## src/rtl/saida_serial_seq_pkg.sv

```systemverilog
// Shared definitions for the serial digit sequencer: FSM state codes and ASCII constants.
// Also holds the BCD-to-ASCII helper used by the character mux.
package saida_serial_seq_pkg;

    localparam logic [2:0] INICIAL = 3'd0;
    localparam logic [2:0] CARREGA = 3'd1;
    localparam logic [2:0] AVALIA  = 3'd2;
    localparam logic [2:0] ENVIA   = 3'd3;
    localparam logic [2:0] ESPERA  = 3'd4;
    localparam logic [2:0] PROXIMO = 3'd5;
    localparam logic [2:0] FIM     = 3'd6;

    localparam logic [7:0] ASCII_ZERO = 8'h30;
    localparam logic [7:0] ASCII_ERRO = 8'h3F;

    // Nibbles above 9 are not valid BCD and are shown as '?'.
    function automatic logic [7:0] bcd_ascii(input logic [3:0] d);
        return (d > 4'd9) ? ASCII_ERRO : (ASCII_ZERO + {4'h0, d});
    endfunction

endpackage

```

## src/rtl/saida_serial_seq_uc.sv

```systemverilog
// Control FSM of the serial digit sequencer; Moore outputs decoded from the state register.
// Latency: outputs follow the state directly; waits in ESPERA until the transmitter reports done.
module saida_serial_seq_uc
    import saida_serial_seq_pkg::*;
(
    input  logic       clock,
    input  logic       reset_n,
    input  logic       inicio,
    input  logic       tx_pronto,
    input  logic       pula,
    input  logic       ultimo,
    output logic [2:0] estado,
    output logic       tx_partida,
    output logic       pronto,
    output logic       ocupado
);

    logic [2:0] proximo_estado;

    always_ff @(posedge clock or negedge reset_n) begin
        if (!reset_n) estado <= INICIAL;
        else          estado <= proximo_estado;
    end

    always_comb begin
        proximo_estado = INICIAL;
        case (estado)
            INICIAL: proximo_estado = inicio ? CARREGA : INICIAL;
            CARREGA: proximo_estado = AVALIA;
            AVALIA:  proximo_estado = pula ? PROXIMO : ENVIA;
            ENVIA:   proximo_estado = ESPERA;
            ESPERA:  proximo_estado = tx_pronto ? PROXIMO : ESPERA;
            PROXIMO: proximo_estado = ultimo ? FIM : AVALIA;
            FIM:     proximo_estado = INICIAL;
            default: proximo_estado = INICIAL;
        endcase
    end

    assign tx_partida = (estado == ENVIA);
    assign pronto     = (estado == FIM);
    assign ocupado    = (estado != INICIAL);

endmodule

```

## src/rtl/saida_serial_seq.sv

```systemverilog
// Sends N_DIGITOS BCD digits (MSB first, optional leading-zero suppression) plus terminator to a serial TX.
// Latency: 3 cycles inicio->first tx_partida; one character in flight, held until tx_pronto.
module saida_serial_seq
    import saida_serial_seq_pkg::*;
#(
    parameter int          N_DIGITOS      = 3,
    parameter int          USA_TERMINADOR = 1,
    parameter logic [7:0]  TERMINADOR     = 8'h23
) (
    input  logic                   clock,
    input  logic                   reset_n,
    input  logic                   inicio,
    input  logic                   suprime_zeros,
    input  logic [4*N_DIGITOS-1:0] digitos,
    input  logic                   tx_pronto,
    output logic                   tx_partida,
    output logic [7:0]             tx_dado,
    output logic                   ocupado,
    output logic                   pronto,
    output logic [2:0]             db_estado,
    output logic [3:0]             db_indice
);

    localparam logic [3:0] ULTIMO_DIGITO = 4'(N_DIGITOS - 1);
    localparam logic [3:0] ULTIMO_CHAR   = 4'(N_DIGITOS + USA_TERMINADOR - 1);
    localparam logic [3:0] IDX_TERM      = 4'(N_DIGITOS);

    logic [2:0]             estado;
    logic [4*N_DIGITOS-1:0] digitos_reg;
    logic                   suprime;
    logic [3:0]             indice;
    logic [3:0]             digito_atual;
    logic [7:0]             caractere;
    logic                   pula;
    logic                   ultimo;

    saida_serial_seq_uc u_uc (
        .clock      (clock),
        .reset_n    (reset_n),
        .inicio     (inicio),
        .tx_pronto  (tx_pronto),
        .pula       (pula),
        .ultimo     (ultimo),
        .estado     (estado),
        .tx_partida (tx_partida),
        .pronto     (pronto),
        .ocupado    (ocupado)
    );

    // Index 0 is the most significant nibble; the terminator index reads as digit 0.
    always_comb begin
        digito_atual = 4'h0;
        for (int i = 0; i < N_DIGITOS; i++) begin
            if (indice == 4'(i)) digito_atual = digitos_reg[4*(N_DIGITOS-1-i) +: 4];
        end
    end

    always_comb begin
        caractere = bcd_ascii(digito_atual);
        if (USA_TERMINADOR != 0 && indice == IDX_TERM) caractere = TERMINADOR;
    end

    // The last digit is never skipped, so an all-zero value still prints "0".
    assign pula   = suprime && (indice < ULTIMO_DIGITO) && (digito_atual == 4'h0);
    assign ultimo = (indice == ULTIMO_CHAR);

    always_ff @(posedge clock or negedge reset_n) begin
        if (!reset_n) begin
            digitos_reg <= '0;
            suprime     <= 1'b0;
            indice      <= 4'h0;
            tx_dado     <= 8'h00;
        end else begin
            case (estado)
                CARREGA: begin
                    digitos_reg <= digitos;
                    suprime     <= suprime_zeros;
                    indice      <= 4'h0;
                end
                AVALIA: begin
                    if (!pula) begin
                        tx_dado <= caractere;
                        if (digito_atual != 4'h0) suprime <= 1'b0;
                    end
                end
                PROXIMO: begin
                    if (!ultimo) indice <= indice + 4'd1;
                end
                default: ;
            endcase
        end
    end

    assign db_estado = estado;
    assign db_indice = indice;

endmodule

```

## config.mk

```make
export PLATFORM = sky130hd
export DESIGN_NAME = saida_serial_seq
export DESIGN_NICKNAME = d
export VERILOG_FILES = /design/src/rtl/saida_serial_seq_pkg.sv /design/src/rtl/saida_serial_seq_uc.sv /design/src/rtl/saida_serial_seq.sv
export SDC_FILE = /design/constraint.sdc
export NUM_CORES = 1
export LEC_CHECK = 0
export ABC_CLOCK_PERIOD_IN_PS = 3850
export CAP_MARGIN = 20
export CORE_ASPECT_RATIO = 1.25
export CORE_MARGIN = 8
export CORE_UTILIZATION = 40
export DETAILED_ROUTE_END_ITERATION = 8
export GPL_ROUTABILITY_DRIVEN = 0
export GPL_TIMING_DRIVEN = 1
export PLACE_DENSITY = 0.67
export RECOVER_POWER = 100
export SLEW_MARGIN = 20
export SYNTH_ARGS = -nofsm -noshare
export SYNTH_HDL_FRONTEND = slang
export SYNTH_HIERARCHICAL = 1
export SYNTH_SLANG_ARGS = --single-unit
```

## constraint.sdc

```tcl
create_clock -name clock -period 3.85 [get_ports clock]
set_input_delay 0.9625 -clock clock [delete_from_list [all_inputs] [get_ports clock]]
set_output_delay 0.9625 -clock clock [all_outputs]
set_load 0.02 [all_outputs]
```

* Word-level counts from Yosys, hierarchy flattened
Cells that the tools add are included.
** Storage, ports and cells
- Output and inout port bits :: 18
- Bits in registers :: 28
- Input bits :: 17
** Operators by class
- Reduce and logical (&&, ||, !) cells :: 12
- Add/sub/neg operators :: 2
- Bitwise logic cells :: 1
- Equality and inequality tests :: 12
- Multiplexer cells :: 15
- Order comparisons :: 2
** Operator list (number)
- one-hot mux 3 bit (6 select lines) :: 1
- two-way mux 4 bit :: 4
- two-way mux 7 bit :: 2
- equality test 3 bit (second input constant) :: 3
- equality test 4 x 2 -> 1 bit (second input constant) :: 2
- logical NOT 4 bit :: 2
- one-hot mux 4 bit (2 select lines) :: 1
- adder 6 x 4 -> 7 bit (first input constant) :: 1
- equality test 3 x 2 -> 1 bit (second input constant) :: 2
- two-way mux 3 bit :: 2
- != test 2 bit (second input constant) :: 3
- adder 4 x 1 -> 4 bit (second input constant) :: 1
- equality test 4 x 1 -> 1 bit (second input constant) :: 1
- > comparator 4 bit (second input constant) :: 1
- < comparator 4 x 2 -> 1 bit (second input constant) :: 1
- two-way mux 1 bit :: 4
- AND reduction 2 bit :: 2
- nonzero test 2 bit :: 2
- nonzero test 4 bit :: 1
- equality test 3 x 1 -> 1 bit (second input constant) :: 1
- logical NOT 3 bit :: 1
- AND reduction 3 bit :: 1
- nonzero test 3 bit :: 1
- logical AND 1 bit :: 2
- 2 further kinds :: 2

* Longest topological paths before layout
Gate-level depths: netlist (run 1).
- Depth after elaboration :: 8
- Mapped depth :: 9
- Depth with buffers taken out :: 9

* Modules after synthesis
The synthesis (run 1) kept the hierarchy.
** Modules (own cells, without submodules)
- saida_serial_seq :: instances 1, sequential area each 575.6 um2, cells each 111, area each 1228.7 um2
- saida_serial_seq_uc :: instances 1, sequential area each 75.1 um2, cells each 17, area each 158.9 um2

* Worst setup path before layout (run 1)
Ideal clock, no wire load.
- Path type :: register -> register
- Start point :: register indice[0] (netlist: db_indice[0])
- End point :: register tx_dado[0]
- Required time :: 3725 ps
- Setup slack :: 1431 ps
- Stages on the path, launching flop included :: 9
- Path buffers :: 0
- Setup time :: 125 ps
- Data arrival time :: 2294 ps
- Clock period less this slack :: 2419 ps
- Cell sequence :: dfrtp_1 inv_1 ha_1 nor2b_2 a221o_1 a222oi_1 nand3_1 o21a_4 mux2_4
** On the way
- Longest elaborated chain between the ends :: 8
- Elaborated cells between the ends (all ways) :: 17
- Classes of those cells :: add/sub: 1; order compare: 2; eq/ne: 3; mux: 5; bitwise: 1; reduce/logical: 5
** RTL lines
- start, declared :: RTL line saida_serial_seq.sv:31 : logic [3:0] indice;
- start signal, assigned :: RTL line saida_serial_seq.sv:87 : if (!ultimo) indice <= indice + 4'd1;
- branches (longest 8 deep; another with adder 6 x 4 -> 7 bit)
- end signal, assigned :: RTL line saida_serial_seq.sv:82 : tx_dado <= caractere;
- end, declared :: RTL line saida_serial_seq.sv:17 : output logic [7:0] tx_dado,
Several ways; the timed one is not identified.
A chain may end at the register's enable or synchronous reset.

* Worst setup path after layout (run 1)
- Start point :: register u_uc.estado[2]
- End point :: output tx_partida
** On the way
- Longest elaborated chain between the ends :: 1
** RTL lines
- start, declared :: RTL line saida_serial_seq_uc.sv:12 : output logic [2:0] estado,
- start signal, assigned :: RTL line saida_serial_seq_uc.sv:22 : else estado <= proximo_estado;
- equality test 3 x 2 -> 1 bit :: RTL line saida_serial_seq_uc.sv:39 : assign tx_partida = (estado == ENVIA);
- end, declared :: RTL line saida_serial_seq.sv:16 : output logic tx_partida,
Every way passes these cells.

==> results.sh, run 1 <==
export IMPL_path_max_fanout=15
export IMPL_synth_warnings=6
export IMPL_io_buffers=32
export IMPL_cts_repair_resized=0
export IMPL_firstDrtPassIters=4
export IMPL_yosys_top_cells_count="26 x dfrtp_1, 12 x mux2_2, 8 x nand3_1, 8 x o21ai_0"
export IMPL_tritoncts="yes"
export IMPL_min_path_cells=1
export IMPL_start_util_pct=40.9
export IMPL_grt_pass1_wl_mm=4.97
export IMPL_synthMuxAreaShare_pct=14.8
export IMPL_top_layer="met4"
export IMPL_synth_area_leaders="dfrtp_1 47%, mux2_2 9.7%, mux2_4 4.3%"
export IMPL_synthesis_area_mm2=0.00139
export IMPL_finalHoldViolations=0
export IMPL_hold_worst_slack_ns=0.483
export IMPL_vias=1052
export IMPL_worstRegToRegCells=8
export IMPL_clockBufferDepth=2
export IMPL_synth_top_family_by_area="simple AND/OR/NAND/NOR gates"
export IMPL_path_class="reg -> out"
export IMPL_nets=182
export IMPL_synth_most_common_cell="dfrtp_1"
export IMPL_synth_fa_ha_area_share_pct=3.61
export IMPL_reg2reg_slack_ns=1.29
export IMPL_synth_compound_area_share_pct=13.4
export IMPL_max_slew_margin_pct=8.21
export IMPL_cts_sinks=26
export IMPL_syn2layout_area_growth_pct=28.3
export IMPL_ios=35
export IMPL_tns_ns=0
export IMPL_grt_pass1_vias=1152
export IMPL_yosys_area_top_type="dfrtp_1"
export IMPL_route_met2_wl_mm=1.49
export IMPL_wl_met3_um=167
export IMPL_clock_root_buffer="clkbuf_8"
export IMPL_hold_path_class="reg -> reg"
export IMPL_cts_buffers=3
export IMPL_syn_inst=128
export IMPL_num_rows=24
export IMPL_yosys_area_share_simple_pct=17.5
export IMPL_finalCritPeriodShare_pct=72.2
export IMPL_ys_ff_latch=26
export IMPL_maxSlewViolCount=0
export IMPL_critPathLaunchType="flop"
export IMPL_grt_overflow_total=0
export IMPL_rsz0062_at_grt="no"
export IMPL_required_ns=2.89
export IMPL_wl_met1_mm=1.29
export IMPL_drtIter0Drc=47
export IMPL_synth_top_cell_area_share_pct=46.9
export IMPL_yosys_cell_types_count=35
export IMPL_drc=0
export IMPL_setup_violations=0
export IMPL_cts_hold_fix_buffers=0
export IMPL_clock_latency_ns=0.27
export IMPL_path_clk_slew_ns=0.09
export IMPL_period_minus_slack_ns=2.78
export IMPL_endpoint_kind="output pin"
export IMPL_dieHeight_um=81.9
export IMPL_fmax_mhz=360
export IMPL_vias_per_cell=5.29
export IMPL_async_reset_ff_share_pct=100
export IMPL_grt_total_usage_pct=11.2
export IMPL_postCtsSetupBuffers=0
export IMPL_largest_register_ffs=12
export IMPL_routed_wl_mm=2.99
export IMPL_cp_data_arrival_time_ns=1.82
export IMPL_ys_flop_type="dfrtp_1"
export IMPL_fp_dieW_um=68.7
export IMPL_p_per_area_mw_per_mm2=810
export IMPL_synth_edf_count=0
export IMPL_routedWlPerCell_um=15.0
export IMPL_max_slew_worst_pin_slew_ns=1.38
export IMPL_die_area_mm2=0.00562
export IMPL_ant_nets=0
export IMPL_coreArea_mm2=0.00339
export IMPL_finClkSkew_ns=0.00336
export IMPL_place_hpwl_mm=2.31
export IMPL_drv_cap=0
export IMPL_antenna_found_initial=0
export IMPL_power_leakage_nw=0.746
export IMPL_synth_xor_xnor_area_share_pct=0
export IMPL_synth_seq_area_share_pct=46.9
export IMPL_cts_htree_levels=1
export IMPL_synth_avg_cell_area_um2=10.8
export IMPL_irDropWorstVdd_v=0.000453
export IMPL_grt_max_degree=27
export IMPL_diodes=0
export IMPL_drive_gt1_share_pct=12.5
export IMPL_status="finished, final reports clean"
-- layout by cell type (no fill, tap or decap), drive strengths merged, types with 2 or more instances in the layout --
cell	n
a21oi	3
a221o	4
a22oi	2
and3	2
clkbuf	4
clkdlybuf4s50	14
conb	2
dfrtp	26
dlygate4sd3	18
ha	4
inv	5
mux2	16
nand2	5
nand2b	7
nand3	8
nand3b	2
nand4	2
nor2	7
nor2b	4
o21ai	8
o21bai	2
o22ai	2
or2	2
-- cell families after synthesis --
logic type / count (synthesis)
simple gates: 43
compound gates: 26
flops: 26
mux: 17
buf+inv: 11
fa+ha+maj: 4
other cells: 1
-- layer usage --
layer  GRT usage [%]  up-vias
met1            12.8      500
met2            19.3       27
met5               0        -
met3            2.18        4
li1                -      521
met4            5.13        0
-- worst paths after layout --
path	from	endpoint
worst min register to register	tx_dado[5]	tx_dado[5]
max in group asynchronous	reset_n	tx_dado[0]
worst max-delay path	u_uc/estado[2]	tx_partida
worst max register to register	db_indice[1]	tx_dado[0]
min in group asynchronous	reset_n	digitos_reg[1]
worst min-delay path	tx_dado[5]	tx_dado[5]
-- cell type report --
| cell class | count | area [um^2] |
|---|---|---|
| clock buffers | 3 | 41.3 |
| clock inverters | 1 | 30.0 |
| fillers | 324 | 1610 |
| inverters | 5 | 18.8 |
| multi-input cells | 92 | 667 |
| flip-flops and latches | 26 | 651 |
| well taps | 39 | 48.8 |
| repair buffers | 33 | 324 |
-- critical path, stage by stage (launching register included) --
cell           delay (ns)
dfrtp_1              0.53
nand2b_1             0.25
nor2_1               0.09
dlygate4sd3_1        0.68
-- power by group --
group	total (mW)	leakage (nW)	internal (mW)	switching (mW)
Combinational	0.725	0.399	0.369	0.356
Sequential	0.495	0.311	0.387	0.109
Clock	0.222	0.0357	0.139	0.0827
Total	1.44	0.746	0.895	0.547
-- metrics by stage --
step | cell area [um^2] | util, % | cells | worst slack (ns) | power [mW]
global route | 1780 | 52.5 | 199 | 0.971 | 1.56
finish | 1780 | 52.5 | 199 | 1.07 | 1.44
global placement | 1740 | 51.2 | 195 | 1.44 | 1.27
floorplan | 1390 | - | 129 | 1.43 | 1.05
CTS | 1810 | 53.3 | 199 | 1.12 | 1.52
detailed placement | 1740 | 51.2 | 195 | 1.38 | 1.29
No activity file was read; power rests on OpenSTA's default activity.
==> run 2, diff against run 1 <==
--- a/config.mk
+++ b/config.mk
@@ -5,7 +5,7 @@
 export SDC_FILE = /design/constraint.sdc
 export NUM_CORES = 1
 export LEC_CHECK = 0
-export ABC_CLOCK_PERIOD_IN_PS = 3850
+export ABC_CLOCK_PERIOD_IN_PS = 2400
 export CAP_MARGIN = 20
 export CORE_ASPECT_RATIO = 1.25
 export CORE_MARGIN = 8
@@ -13,7 +13,7 @@
 export DETAILED_ROUTE_END_ITERATION = 8
 export GPL_ROUTABILITY_DRIVEN = 0
 export GPL_TIMING_DRIVEN = 1
-export PLACE_DENSITY = 0.67
+export PLACE_DENSITY = 0.7
 export RECOVER_POWER = 100
 export SLEW_MARGIN = 20
 export SYNTH_ARGS = -nofsm -noshare
==> constraint.sdc (replaced) <==
create_clock -name clock -period 2.4 [get_ports clock]
set_input_delay 0.6 -clock clock [delete_from_list [all_inputs] [get_ports clock]]
set_output_delay 0.6 -clock clock [all_outputs]
set_load 0.02 [all_outputs]
==> results.sh, run 2 (synthesized netlist as in run 1, its figures left out) <==
export IMPL_firstDrtPassIters=4
export IMPL_grt_overflow_total=0
export IMPL_rsz0062_at_grt="yes"
export IMPL_grt_pass1_vias=1140
export IMPL_endpoint="tx_dado[2]"
export IMPL_clock_root_buffer="clkbuf_8"
export IMPL_tns_ns=0
export IMPL_rr_startpoint="db_indice[1]"
export IMPL_irDropWorstVdd_v=0.000699
export IMPL_mostFrequentLayoutCells="24 x dfrtp_1, 16 x clkdlybuf4s50_1, 15 x dlygate4sd3_1, 12 x mux2_2"
export IMPL_vias_per_cell=5.44
export IMPL_nets=188
export IMPL_grt_max_degree=27
export IMPL_largest_register_ffs=12
export IMPL_die_area_mm2=0.00562
export IMPL_finalCritPeriodShare_pct=95.5
export IMPL_vias=1116
export IMPL_dieHeight_um=81.9
export IMPL_maxSlewViolCount=0
export IMPL_regArea_um2=653
export IMPL_fp_dieW_um=68.7
export IMPL_p_per_area_mw_per_mm2=1300
export IMPL_drive_gt1_share_pct=21.7
export IMPL_ant_nets=0
export IMPL_ios=35
export IMPL_cp_data_arrival_time_ns=2.45
export IMPL_finClkSkew_ns=0.00187
export IMPL_multi_input_area_um2=722
export IMPL_drtIter0Drc=59
export IMPL_route_met2_wl_mm=1.64
export IMPL_final_common_cell="dfrtp_1"
export IMPL_critPathLaunchType="flop"
export IMPL_setup_slack_ns=0.107
export IMPL_start_util_pct=40.9
export IMPL_routedWlPerCell_um=15.3
export IMPL_fmax_mhz=436
export IMPL_power_leakage_nw=0.782
export IMPL_path_clk_slew_ns=0.08
export IMPL_max_slew_worst_pin_slew_ns=1.34
export IMPL_cts_sinks=26
export IMPL_drc=0
export IMPL_num_rows=24
export IMPL_cts_htree_levels=1
export IMPL_clockBufferDepth=2
export IMPL_routed_wl_mm=3.13
export IMPL_dpl_cell_count=199
export IMPL_clock_latency_ns=0.27
export IMPL_wl_met3_um=192
export IMPL_top_layer="met4"
export IMPL_setup_worst_path_start="db_indice[1]"
export IMPL_tritoncts="yes"
export IMPL_cts_hold_fix_buffers=0
export IMPL_syn2layout_area_growth_pct=33.5
export IMPL_cts_buffers=3
export IMPL_max_slew_margin_pct=10.5
export IMPL_reg2reg_slack_ns=0.11
export IMPL_required_ns=2.56
export IMPL_antenna_found_initial=0
export IMPL_timing_rr_end="tx_dado[2]"
export IMPL_coreArea_mm2=0.00339
export IMPL_setup_violations=0
export IMPL_place_hpwl_mm=2.37
export IMPL_wl_met1_mm=1.21
export IMPL_diodes=0
export IMPL_dpl_worst_slack_ns=0.0174
export IMPL_hold_path_class="reg -> reg"
export IMPL_status="finished, final reports clean"
export IMPL_hold_worst_slack_ns=0.471
export IMPL_finalHoldViolations=0
export IMPL_layoutNonFillerInstCount=205
export IMPL_path_class="reg -> reg"
export IMPL_period_minus_slack_ns=2.29
export IMPL_grt_pass1_wl_mm=5.15
export IMPL_fillers=308
export IMPL_worstRegToRegCells=8
export IMPL_drv_cap=0
export IMPL_path_max_fanout=7
export IMPL_grt_total_usage_pct=11.7
export IMPL_io_buffers=32
export IMPL_endpoint_kind="flop"
## run 2: cell type report
type                    count  share of cell area, %
inverters                   5                   1.01
clock buffers               4                   2.97
well taps                  39                   2.63
multi-input cells          92                   39.0
repair buffers             39                   19.2
flip-flops and latches     26                   35.2
## run 2: worst max-delay path: stages (launching register included)
cell and delay [ns]:
dfrtp_1 0.41, inv_2 0.12, ha_4 0.20, nor2b_4 0.06, a221o_1 0.34, a222oi_1 0.31
nand3_1 0.16, o21a_4 0.28, mux2_4 0.30
## run 2: worst min path at each step
stage                           from           end  slack, ns  cells after the start
after floorplan              reset_n  db_indice[0]       0.30                      0
after global placement    tx_dado[5]    tx_dado[5]       0.46                      1
after detailed placement  tx_dado[5]    tx_dado[5]       0.47                      1
after CTS                 tx_dado[5]    tx_dado[5]       0.49                      1
after global routing      tx_dado[5]    tx_dado[5]       0.51                      1
final                     tx_dado[5]    tx_dado[5]       0.47                      1
## run 2: report_power, final
group	internal (mW)	leakage (nW)	switching (mW)	total [mW]
Sequential	0.623	0.308	0.170	0.794
Combinational	0.712	0.445	0.627	1.34
Clock	0.146	0.0288	0.128	0.275
Total	1.48	0.782	0.926	2.41
## run 2: what timing repair did
action	4_1_cts	5_1_grt
pin swaps	1	4
buffers inserted	1	1
endpoints found under the hold margin	0	0
gates cloned	0	0
setup endpoints to repair	4	8
gates resized for setup	1	8
## run 2: routing by layer
layer	up-vias	GRT usage [%]
met5	-	0
met4	0	5.54
met3	9	3.27
met2	33	19.9
met1	546	13.0
li1	528	-
## run 2: through the flow
stage / util [%] / cell area (um^2) / power (mW)
floorplan: - / 1390 / 1.69
global placement: 52.1 / 1770 / 2.07
detailed placement: 52.1 / 1770 / 2.12
CTS: 54.1 / 1830 / 2.41
global route: 54.6 / 1850 / 2.60
finish: 54.6 / 1850 / 2.41
==> run 3, diff against run 2 <==
--- a/config.mk
+++ b/config.mk
@@ -5,6 +5,7 @@
 export SDC_FILE = /design/constraint.sdc
 export NUM_CORES = 1
 export LEC_CHECK = 0
+export ABC_AREA = 1
 export ABC_CLOCK_PERIOD_IN_PS = 2400
 export CAP_MARGIN = 20
 export CORE_ASPECT_RATIO = 1.25
==> results.sh, run 3 <==
export IMPL_status="finished, final reports clean"
export IMPL_dieHeight_um=82.6
export IMPL_ys_flop_type="dfrtp_1"
export IMPL_antenna_found_initial=0
export IMPL_synthesis_area_mm2=0.00142
export IMPL_postCtsSetupBuffers=0
export IMPL_grt_pass1_wl_mm=5.39
export IMPL_max_slew_worst_pin_slew_ns=1.37
export IMPL_place_hpwl_mm=2.31
export IMPL_seq_power_share_pct=34.8
export IMPL_start_util_pct=41.1
export IMPL_vias_per_cell=4.68
export IMPL_drtIter0Drc=34
export IMPL_critPathLaunchType="flop"
export IMPL_finalCritPeriodShare_pct=93.1
export IMPL_drc=0
export IMPL_required_ns=1.80
export IMPL_grt_overflow_total=0
export IMPL_coreArea_mm2=0.00345
export IMPL_die_area_mm2=0.00572
export IMPL_finClkSkew_ns=0.00325
export IMPL_diodes=0
export IMPL_route_met2_wl_mm=1.48
export IMPL_top_layer="met4"
export IMPL_power_leakage_nw=0.941
export IMPL_p_clk_share_pct=13.0
export IMPL_synth_seq_area_share_pct=45.9
export IMPL_finalHoldViolations=0
export IMPL_largest_register_ffs=12
export IMPL_async_reset_ff_share_pct=100
export IMPL_path_max_fanout=7
export IMPL_synth_most_common_cell="nand2_1"
export IMPL_cts_htree_levels=1
export IMPL_yosys_cell_types_count=25
export IMPL_endpoint_kind="output pin"
export IMPL_synth_area_leaders="dfrtp_1 46%, nand2_1 17%, nand3_1 7.8%"
export IMPL_setup_violations=0
export IMPL_ys_ff_latch=26
export IMPL_max_slew_margin_pct=8.56
export IMPL_switching_share_pct=44.2
export IMPL_clock_latency_ns=0.27
export IMPL_tns_ns=0
export IMPL_io_buffers=32
export IMPL_synth_avg_cell_area_um2=7.63
export IMPL_fp_dieW_um=69.3
export IMPL_firstDrtPassIters=4
export IMPL_cts_repair_resized=0
export IMPL_cts_hold_fix_buffers=0
export IMPL_syn_inst=186
export IMPL_maxSlewViolCount=0
export IMPL_synth_top_cell_area_share_pct=45.9
export IMPL_hold_worst_slack_ns=0.465
export IMPL_nets=243
export IMPL_yosys_top_cells_count="63 x nand2_1, 26 x dfrtp_1, 22 x nand3_1, 20 x inv_1, 13 x nor2_1"
export IMPL_yosys_area_top_type="dfrtp_1"
export IMPL_tritoncts="yes"
export IMPL_num_rows=24
export IMPL_clock_root_buffer="clkbuf_8"
export IMPL_grt_pass1_vias=1268
export IMPL_cp_data_arrival_time_ns=1.63
export IMPL_grt_max_degree=27
export IMPL_clockBufferDepth=2
export IMPL_final_common_cell="nand2_1"
export IMPL_rsz0062_at_grt="no"
export IMPL_ant_nets=0
export IMPL_ios=35
export IMPL_routed_wl_mm=2.87
export IMPL_period_minus_slack_ns=2.23
export IMPL_irDropWorstVdd_v=0.000605
export IMPL_grt_total_usage_pct=10.9
export IMPL_internal_power_mw=1.20
export IMPL_hold_path_class="reg -> reg"
export IMPL_wl_met3_um=129
export IMPL_syn2layout_area_growth_pct=26.9
export IMPL_routedWlPerCell_um=11.0
export IMPL_cts_sinks=26
export IMPL_synth_edf_count=0
export IMPL_power_frac_comb_pct=52.2
export IMPL_wl_met1_mm=1.24
export IMPL_cts_buffers=3
export IMPL_mostFrequentLayoutCells="65 x nand2_1, 26 x dfrtp_1, 22 x nand3_1, 20 x inv_1, 17 x clkdlybuf4s50_1"
export IMPL_path_class="reg -> out"
export IMPL_fmax_mhz=448
export IMPL_p_sw_mw=0.952
export IMPL_p_per_area_mw_per_mm2=1200
export IMPL_drv_cap=0
export IMPL_drive_gt1_share_pct=4.07
export IMPL_vias=1216
export IMPL_synth_warnings=6
export IMPL_path_clk_slew_ns=0.09
export IMPL_fillers=347
[run 3: cell count changes in the layout (fill, tap and decap cells not counted), moves of 4 or more]
cell / delta
a221o_1: -4
nor2_1: +9
nand2b_1: -7
mux2_4: -4
nand3_1: +14
nor3_1: +6
nand2_1: +60
inv_1: +17
mux2_2: -12
buf_4: -4
[run 3: path summary, 6_finish.rpt]
kind	slack (ns)	end	from	cells past startpoint
max	0.17	pronto	u_uc/estado[1]	3
min	0.46	tx_dado[5]	tx_dado[5]	2
max reg2reg	0.30	tx_dado[2]	db_indice[1]	12
min reg2reg	0.46	tx_dado[5]	tx_dado[5]	2
max in group asynchronous	0.42	digitos_reg[7]	reset_n	2
min in group asynchronous	1.17	digitos_reg[11]	reset_n	2
[run 3: routing by layer]
layer	global-route usage, %	up-vias
met5	0	-
met4	2.26	0
met3	3.23	4
met2	18.9	24
met1	13.3	536
li1	-	652
[run 3: power groups by stage]
stage	registers [mW]	logic, mW	clock network, mW
after detailed placement	0.769	1.26	0
after CTS	0.760	1.27	0.290
after global routing	0.782	1.30	0.318
after floorplan	0.825	0.808	0
after global placement	0.761	1.25	0
final	0.751	1.12	0.280
[run 3: kinds of logic (layout without fill, tap and decap cells)]
family	Yosys count	after routing	synth area share (%)
buffers and inverters	25	59	7.14
xor gates and xnor gates	1	1	0.617
DFF	26	26	45.9
and+or+nand+nor	118	118	38.0
adders and majority gates	4	4	3.53
other	1	2	0.264
AOI/OAI and AO/OA	11	11	4.59
[run 3: metrics by stage]
stage               power, mW  util [%]  std cells  cell area, um^2  worst slack, ns
global placement         2.01      51.7        256             1780            0.437
global route             2.40      52.1        260             1800           0.0393
detailed placement       2.03      51.7        256             1780            0.419
finish                   2.16      52.1        260             1800            0.166
floorplan                1.63         -        187             1420            0.584
CTS                      2.32      53.3        260             1840            0.117
[run 3: critical path: stages (launching register included)]
cell and delay, ns:
dfrtp_1 0.44, inv_1 0.12, nor3_1 0.18, clkdlybuf4s50_1 0.63
[run 3: area by class of cell]
type	count	area, um^2	share of cell area [%]
inverters	21	78.8	4.38
clock buffers	4	55.1	3.06
flip-flops and latches	26	651	36.1
well taps	39	48.8	2.71
multi-input cells	136	639	35.5
repair buffers	34	328	18.2
